File: src/rtl/md6_pkg.sv
// md6_pkg: MD6 round-scheduler widths, constants, FSM encoding and S_j recurrence
package md6_pkg;
  localparam int W = 64;
  localparam int C = 16;
  localparam int R_MAX = 168;
  localparam int RW = 8;
  localparam int TW = 12;
  localparam int CW = $clog2(C);
  localparam logic [W-1:0] S0 = 64'h0123456789abcdef;
  localparam logic [W-1:0] S_STAR = 64'h7311c2812425cfa0;
  typedef enum logic [1:0] {IDLE, RUN, DONE} state_t;
  function automatic logic [W-1:0] md6_s_next(input logic [W-1:0] s);
    return {s[W-2:0], s[W-1]} ^ (s & S_STAR);
  endfunction
endpackage

File: src/rtl/md6_s_gen.sv
// md6_s_gen: round-constant register; clk/rst, load restores S0, adv applies recurrence, s is S_j
module md6_s_gen
  import md6_pkg::*;
(
  input  logic         clk,
  input  logic         rst,
  input  logic         load,
  input  logic         adv,
  output logic [W-1:0] s
);
  always_ff @(posedge clk)
    if (rst || load) s <= S0;
    else if (adv) s <= md6_s_next(s);
endmodule

File: src/rtl/md6_round_sched.sv
// md6_round_sched: MD6 step sequencer; start/rounds in, busy/done out, step descriptor (idx, round, S_j, last) over step_valid/step_ready
module md6_round_sched
  import md6_pkg::*;
(
  input  logic          clk,
  input  logic          rst,
  input  logic          start,
  input  logic [RW-1:0] rounds,
  output logic          busy,
  output logic          step_valid,
  input  logic          step_ready,
  output logic [TW-1:0] step_idx,
  output logic [RW-1:0] round_idx,
  output logic [W-1:0]  s_word,
  output logic          step_last,
  output logic          done
);
  state_t state, state_n;
  logic [RW-1:0] r_eff, r_in, j;
  logic [CW-1:0] i;
  logic [TW-1:0] t;
  logic fire, at_end, load, adv;
  assign r_in = rounds > RW'(R_MAX) ? RW'(R_MAX) : rounds;
  assign fire = state == RUN && step_ready;
  assign at_end = i == CW'(C - 1);
  assign load = state == IDLE && start;
  assign adv = fire && at_end;
  assign busy = state != IDLE;
  assign step_valid = state == RUN;
  assign done = state == DONE;
  assign step_last = state == RUN && at_end && j == r_eff - RW'(1);
  assign step_idx = t;
  assign round_idx = j;
  always_comb begin
    state_n = IDLE;
    state_n = state == IDLE ? (start ? (r_in == '0 ? DONE : RUN) : IDLE) :
              state == RUN  ? (fire && step_last ? DONE : RUN) : IDLE;
  end
  always_ff @(posedge clk)
    if (rst) begin
      state <= IDLE;
      r_eff <= '0;
      i <= '0;
      j <= '0;
      t <= '0;
    end else begin
      state <= state_n;
      if (load) begin
        r_eff <= r_in;
        i <= '0;
        j <= '0;
        t <= '0;
      end else if (fire) begin
        t <= t + TW'(1);
        i <= at_end ? '0 : i + CW'(1);
        j <= at_end ? j + RW'(1) : j;
      end
    end
  md6_s_gen u_s_gen (
    .clk (clk),
    .rst (rst),
    .load(load),
    .adv (adv),
    .s   (s_word)
  );
endmodule
File: config.mk
export PLATFORM = sky130hd
export DESIGN_NAME = md6_round_sched
export DESIGN_NICKNAME = d
export VERILOG_FILES = /design/src/rtl/md6_pkg.sv /design/src/rtl/md6_s_gen.sv /design/src/rtl/md6_round_sched.sv
export SDC_FILE = /design/constraint.sdc
export NUM_CORES = 1
export LEC_CHECK = 0
export CAP_MARGIN = 5
export CORE_UTILIZATION = 40
export CTS_BUF_LIST = sky130_fd_sc_hd__clkbuf_4 sky130_fd_sc_hd__clkbuf_8 sky130_fd_sc_hd__clkbuf_16
export DETAILED_ROUTE_END_ITERATION = 12
export PLACE_DENSITY = 0.67
export SLEW_MARGIN = 5
export SYNTH_ARGS = -nofsm -noshare
export SYNTH_HDL_FRONTEND = slang
export SYNTH_SLANG_ARGS = --single-unit
File: constraint.sdc
create_clock -name clk -period 3.45 [get_ports clk]
set_input_delay 0.69 -clock clk [delete_from_list [all_inputs] [get_ports clk]]
set_output_delay 0.69 -clock clk [all_outputs]
set_load 0.02 [all_outputs]
Word level (Yosys, flattened, before mapping)
Cells that the tools add are included.
{ "totals": {"reg_bits": 98, "input_bits": 12, "out_inout_bits": 88, "elab_cells": 35} }
{ "op_classes": {"n_addsub": 4, "order_cmp": 1, "eq_ne": 4, "mux": 7, "bitwise_logic": 1, "n_reduce_logical": 12} }
{ "op_table": {"columns": ["op", "n"], "rows": [
  ["XOR 64 x 63 -> 64 bit", 1],
  ["adder 12 x 1 -> 12 bit, second input constant", 1],
  ["2-to-1 mux 2 bit", 5],
  ["adder 8 x 1 -> 8 bit, second input constant", 1],
  ["equality test 8 bit", 1],
  ["greater-than comparator 8 bit, second input constant", 1],
  ["zero test 8 bit", 1],
  ["2-to-1 mux 8 bit", 1],
  ["subtractor 8 x 1 -> 8 bit, second input constant", 1],
  ["logical AND 1 bit", 6],
  ["adder 4 x 1 -> 4 bit, second input constant", 1],
  ["equality test 4 bit, second input constant", 1],
  ["2-to-1 mux 4 bit", 1],
  ["equality test 2 x 1 -> 1 bit, second input constant", 1],
  ["equality test 2 bit, second input constant", 1],
  ["zero test 2 bit", 1],
  ["AND reduction 2 bit", 1],
  ["nonzero test 2 bit", 1],
  ["OR reduction 2 bit", 1],
  ["logical OR 1 bit", 1]
]} }

Logic depth before layout (Yosys ltp)
{ "logic_depth": {"depth_word": 7, "mapped_depth": 7, "ltp_nobuf": 6} }

Cells and area by module
From an unflattened synthesis, not the netlist that was laid out.
{ "unflattened": {"hier_cells": 439, "hier_area_um2": 4197.8} }
{ "by_module_without_submodules": {"columns": ["mod", "instances", "cells_per_inst", "area_per_inst_um2"], "rows": [
  ["md6_s_gen", 1, 236, 2437.3],
  ["md6_round_sched", 1, 203, 1760.4]
]} }

Least setup slack after synthesis
Ideal clock, no wire load.
{ "synth_timing": {"path_type": "flip-flop to output port", "start": "register r_eff[0]", "end": "output port step_last", "arrival_ns": 1.790, "t_required_ns": 2.760, "slack_ns": 0.970, "stages_incl_launch_ff": 7, "path_buffers": 0, "path_cell_list": "dfxtp_1 inv_1 ha_1 or3b_1 or3b_1 a311oi_2 and2_2"} }
{ "synth_between": {"elab_chain_len": 3} }
{ "synth_lines": {"columns": ["element", "line_no", "text"], "rows": [
  ["start: declaration", "md6_round_sched.sv:19", "logic [RW-1:0] r_eff, r_in, j;"],
  ["start signal: assignment", "md6_round_sched.sv:49", "r_eff <= r_in;"],
  ["subtractor 8 x 1 -> 8 bit", "md6_round_sched.sv:31", "assign step_last = state == RUN && at_end && j == r_eff - RW'(1);"],
  ["equality test 8 bit", "md6_round_sched.sv:31", null],
  ["logical AND 1 bit", "md6_round_sched.sv:31", null],
  ["end: declaration", "md6_round_sched.sv:15", "output logic step_last,"]
]} }
Every way passes these cells.

Worst setup path in the final report
Ends and elaborated chain as after synthesis.

==> impl_results.md <==
- Outcome: finished, final reports clean
- Setup CP Type: reg2out
- Total gr overflow: 0
- I/O pin count: 100
- Final Util: 0.547
- Antenna cell count: 0
- First-pass iteration count of the detailed router: 4
- Die ar.: around 10000 µm²
- Root Buffer: clkbuf_8
- Core Region: 9770 µm²
- Crit path DAT: 2.54 ns
- Mean post-synth cell area: 8.36 µm²
- Vias per std cell: 5.02
- RSZ-0062 raised after global routing: false
- # nets final: just under 600
- H-tree levels: 3
- Final WL: a little under 10 mm
- Worst-path clk slew: 0.10 ns
- Sink Count: 98
- Final Cycle Share: 0.936
- Layout Skew: 0.00984 ns
- Mapped Cells: 482
- Layout cells sized above 1: 0.0522
- Clk_lat worst skew: 0.35 ns
- Die span in x: a little over 100 µm
- CP dominant cell by count: or3b_1
- CP max stage delay: 0.39 ns
- Initial antenna violation count: 0
- CTS tree: yes
- Leak pwr: between 1.5 and 2 nW
- Most frequent cells in the layout: nand2_1 (106), dfxtp_1 (98), clkdlybuf4s50_1 (98), nand3_1 (52), xor2_1 (39)
- Total Routing Usage GR: 0.199
- Ys Warns: 0
- Commonest non-fill, non-tap cell in the layout: nand2_1
- Port Buf Inserts: between 90 and 100
- Crit-path max FO: 5
- CP startpoint kind: register
- Worst slew margin: 0.519
- Final Critical Period: 3.23 ns
- Worst-path cell chain: inv_1 > ha_1 > or3b_1 > or3b_1 > a311oi_2 > and2_2 > dlygate4sd2_1
- Worst hold-check path type: reg2reg
- Pwr Density: 383 nW/µm²
- Final setup violating endpoints: 0
- Data required time of the worst path: 2.76 ns
- DRC Markers: 0
- Layout area overhead: 32.7%
- Number of routed nets with antenna violations: 0
- Post-synthesis sequential area ratio: 0.487
- CP max-delay cell: or3b_1
- Slew @ Worst Pin: 0.721 ns
- Max-slew violations: 0
- CTS buffer count: 9
- First-pass GRT wire length: 16.4 mm
- Detailed placer's ending HPWL: around 6.6 mm
- Synth top area share: 0.487
- Area contributors post-synth: dfxtp_1 (49%), nand2_1 (10%), xor2_1 (8.5%), nand3_1 (6.5%), a21oi_1 (3.7%)
- Post-synth top area cell: dfxtp_1
- Post-CTS setup buffer count: 0
- Fmax: 310 MHz
- Die height: 102 µm
- Number of flops mapped to enable cells by yosys: 0
- CTS max path bufs: 2
- Iter 0 DRT Violations: 139
- Max-cap violation count: 0
- Global placement routability congestion: 0.818
- Vias: between 3000 and 4000
- Initial Util: 0.412
- Final hold vios: 0
- Beginning of the worst register-to-register path: r_eff[0]
- Seq cells post-synth: between 90 and 100
- Critical path origin: r_eff[0]
- FFs w/ async S/R, synth: 0
- Ys flop type: dfxtp_1
- Hold_ws: 0.470 ns
- Post-synthesis cell type count: 42
- Syn Std Cell Area: ~4000 µm²
- Critical Path Sink Type: primary output
- Syn_nets: 498
- # rows: 36
- Largest net degree at the start of global routing: 44
- Setup TNS: 0 ns
- Avg WL per Cell: 13.8 µm
- Peak supply drop: between 0.15 and 0.2 mV
- Hold_sp: u_s_gen.s[50]
- Number of global-route vias before repair: 3438
==> what timing repair did <==
item	in CTS	in global routing
gates resized for setup	1	0
hold buffers	0	0
endpoints found under the setup margin	1	0
==> flip-flops by register name, indices dropped and copies added, names as in the netlist <==
register,count
u_s_gen.s,64
step_idx,12
r_eff,8
round_idx,8
i,4
state,2
==> stage by stage <==
stage	instance area (µm²)	power [mW]	instances	setup slack [ns]
3_5_place_dp	5150	1.32	693	0.338
2_1_floorplan	4030	1.27	482	0.970
6_report	5350	2.05	708	0.219
4_1_cts	5350	2.07	708	0.212
3_3_place_gp	5150	1.32	693	0.378
5_1_grt	5350	2.13	708	0.0218
==> synth_stat cells, drive strengths merged (2+ instances only) <==
master  count
inv         6
and3b       2
or3         5
nand4       8
or3b        3
nand2     107
nand3      52
and3        3
buf        12
xor2       39
a22o        4
xnor2      13
o21ai       6
nor4        2
nor2       35
ha          4
a21oi      30
and2        3
o31ai       2
nand3b      3
clkbuf     16
dfxtp      98
a211o       2
nor2b       3
nor3       11
==> cells by family after synthesis <==
kind of cell,synth area share
flops,0.487
fa+ha+maj,0.0124
simple gates,0.276
compound gates,0.0776
xor+xnor,0.113
buf+inv,0.0341
==> routing by layer <==
layer | part of all wire | vias to the layer above | track usage
met5 | 0 | - | 0
met4 | 0.0048 | 0 | 0.0429
met3 | 0.089 | 4 | 0.0787
met2 | 0.46 | 116 | 0.322
met1 | 0.45 | 1640 | 0.252
li1 | - | 1791 | -
==> worst paths after layout <==
path,endpoint,slack (ns),depth (start not counted)
setup reg to reg,state[1],1.51,6
setup / recovery,step_last,0.22,7
hold / removal,u_s_gen.s[51],0.47,2
hold reg to reg,u_s_gen.s[51],0.47,2
==> critical path: cells and delay by family, from the launching register on <==
| family | cells | cell delay (ns) |
|---|---|---|
| and+or+nand+nor | 3 | 0.94 |
| buffers and inverters | 2 | 0.40 |
| DFF | 1 | 0.37 |
| AOI/OAI and AO/OA | 1 | 0.27 |
| adders and majority gates | 1 | 0.21 |
==> area by class of cell <==
| class | instances | area, µm² |
|---|---|---|
| fill | 906 | 4420 |
| sequential | 98 | 1960 |
| multi-input combinational | 350 | 1940 |
| timing repair buffer | 106 | 1050 |
| tap | 133 | 166 |
| clock buffer | 10 | 138 |
| clock inverter | 5 | 62.6 |
| inverter | 6 | 22.5 |
==> where the power goes <==
part | internal (mW) | switching [mW]
sequential | 1.14 | 0.0126
combinational | 0.0552 | 0.0853
clock | 0.357 | 0.399
Note: power is estimated with default switching activity, not from simulation.
==> RTL change, RTL diff (same flow settings) <==
Change the package constant `TW` from 12 to 6.
--- a/src/rtl/md6_pkg.sv
+++ b/src/rtl/md6_pkg.sv
@@ -5,5 +5,5 @@
   localparam int R_MAX = 168;
   localparam int RW = 8;
-  localparam int TW = 12;
+  localparam int TW = 6;
   localparam int CW = $clog2(C);
   localparam logic [W-1:0] S0 = 64'h0123456789abcdef;
Ports: changed (resized step_idx); port bits go from 100 to 94. The function was not compared with the original's and may differ.
==> RTL change against the original RTL <==
- the flow now finishes with violations (design-rule violations)
- clock skew shrank 0.00060 ns
- global-route usage shrank 2.0 points
- worst setup slack gained 0.058 ns
- maximum frequency grew 1.8%
- area after synthesis shrank 8.7%
- combinational power shrank 11%
- final cell count shrank 10%
- critical path depth grew 1
- final area shrank 8.4%
- sequential cell count shrank 6
- register-to-register slack gained 0.11 ns
- wire length shrank 15%
- power shrank 5.3%
==> RTL change: results (changes against the original RTL) <==
Parameter                              Value

Logic synthesis
  Number of standard cells after synthesis    440 (-8.7%)
  Synth Net Count    456 (-8.4%)
  Commonest cells in the synthesized netlist    134 x sky130_fd_sc_hd__nand2_1, 92 x sky130_fd_sc_hd__dfxtp_1, 39 x sky130_fd_sc_hd__xor2_1, 34 x sky130_fd_sc_hd__nor2_1, 27 x sky130_fd_sc_hd__a21oi_1
  Compound-gate portion of the synthesized area    5.68% (-2.1 points)
  Distinct cells, synth    33 (-21%)
  Dominant cells by area after synthesis    sky130_fd_sc_hd__dfxtp_1 50%, sky130_fd_sc_hd__nand2_1 14%, sky130_fd_sc_hd__xor2_1 9.3%
  Synthesized-area fraction occupied by xor and xnor cells    12.8% (+1.6 points)
  Adder and majority gate portion of the synthesized area    1.36% (+0.12 points)

Cells and area
  Filler cell count    813 (-10%)
  Layout Nets    540 (-8.0%)
  Fraction of layout instances using a drive strength above 1    5.48% (+0.26 points)

Routing
  Initial DRT Pass Iterations    8 (+4)
  DRC    5 (+5)
  WL per Instance    13.0 um (-6.1%)
  Total routed wirelength    8.27 mm (-15%)
  Total vias in the final route    3118 (-12%)

Pwr
  Leakage power    1.82 nW (-6.0%)
  Worst ir drop on vdd    193 uV (+18%)

Global routing
  Global-route usage over all layers    18.0% (-2.0 points)
  Wire length of the first global-routing pass    14.1 mm (-14%)
  Via count of the first global-routing pass    3034 (-12%)
  Pin count of the biggest net entering global routing    72 (+64%)

Critical path
  Crit-path max cell delay    0.62 ns (+0.23 ns)
  Data arrival, critical path    2.48 ns (-0.06 ns)
  RR Startpoint    state[0]$_SDFF_PP0_
  Family with the most delay on the worst path    buffers and inverters

Timing
  Worst slew margin    61.2% (+9.3 points)
  Final sum of negative setup slack    0 ns (unchanged)
  Maximum clock skew at final layout    0.00924 ns (-0.000600 ns)

Worst hold path
  Beginning of the worst hold path    u_s_gen.s[53]$_SDFFE_PP1P_

CTS
  Clock-pin slew reported for the worst setup and hold paths after clock tree synthesis    0.09 ns
  # resized after CTS    0 (-1)

Place
  Hpwl dp    5.46 mm (-18%)
  Count of buffers inserted at the top-level ports    93 (-6.1%)
  Placed inst area    4700 um^2 (-8.8%)
  Pre-CTS setup slack    0.676 ns (+0.338 ns)
  Last weighted congestion value of the routability-driven placer    0.817 (-0.22%)
  Placed cell count    621 (-10%)

Run status
  Status    finished with violations
  Violated checks    design-rule violations
## RTL change: final cells by class
type                            count  area [um^2]  area share (%)
Timing Repair Buffer               97          986            20.1
Tap cell                          108          135            2.76
Sequential cell                    92         1840            37.6
Clock inverter                      5         60.1            1.23
Multi-Input combinational cell    321         1720            35.1
Clock buffer                       11          145            2.96
Inverter                            3         11.3           0.230
## RTL change: per-stage QoR
| stage | utilization, % | hold WS, ns |
|---|---|---|
| floorplan | - | 0.450 |
| global placement | 53.3 | 0.455 |
| detailed placement | 53.3 | 0.463 |
| CTS | 55.7 | 0.477 |
| global route | 55.7 | 0.490 |
| finish | 55.7 | 0.474 |
## RTL change: kinds of logic after synthesis
logic type,after synthesis
adders and majority gates,4
and+or+nand+nor,228
buffers and inverters,27
DFF,92
xor gates and xnor gates,54
AOI/OAI and AO/OA,35
## RTL change: path summary, 6_finish.rpt
path         slack, ns                         end
max               0.28                   step_last
min               0.47  u_s_gen.s[54]$_SDFFE_PP0P_
max reg2reg       1.62   round_idx[4]$_SDFFE_PP0P_
min reg2reg       0.47  u_s_gen.s[54]$_SDFFE_PP0P_
## RTL change: layer usage
layer,global-route usage [%],share of wire [%],up-vias
met5,0,0,-
met3,6.16,7.1,9
met1,22.8,48,1446
met4,6.06,1.2,0
li1,-,-,1581
met2,28.5,44,82
## RTL change: tightest hold or removal path, cell delays in order, from the launching register on
cell and delay [ns]:
sky130_fd_sc_hd__dfxtp_1 0.33, sky130_fd_sc_hd__nand2_1 0.06, sky130_fd_sc_hd__a21oi_1 0.05
## RTL change: where the power goes
group          leakage (nW)  switching, mW  total, mW  internal, mW
combinational         0.969         0.0698      0.124        0.0539
sequential            0.744         0.0106       1.08          1.07
clock                 0.103          0.371      0.736         0.366
total                  1.82          0.451       1.94          1.49
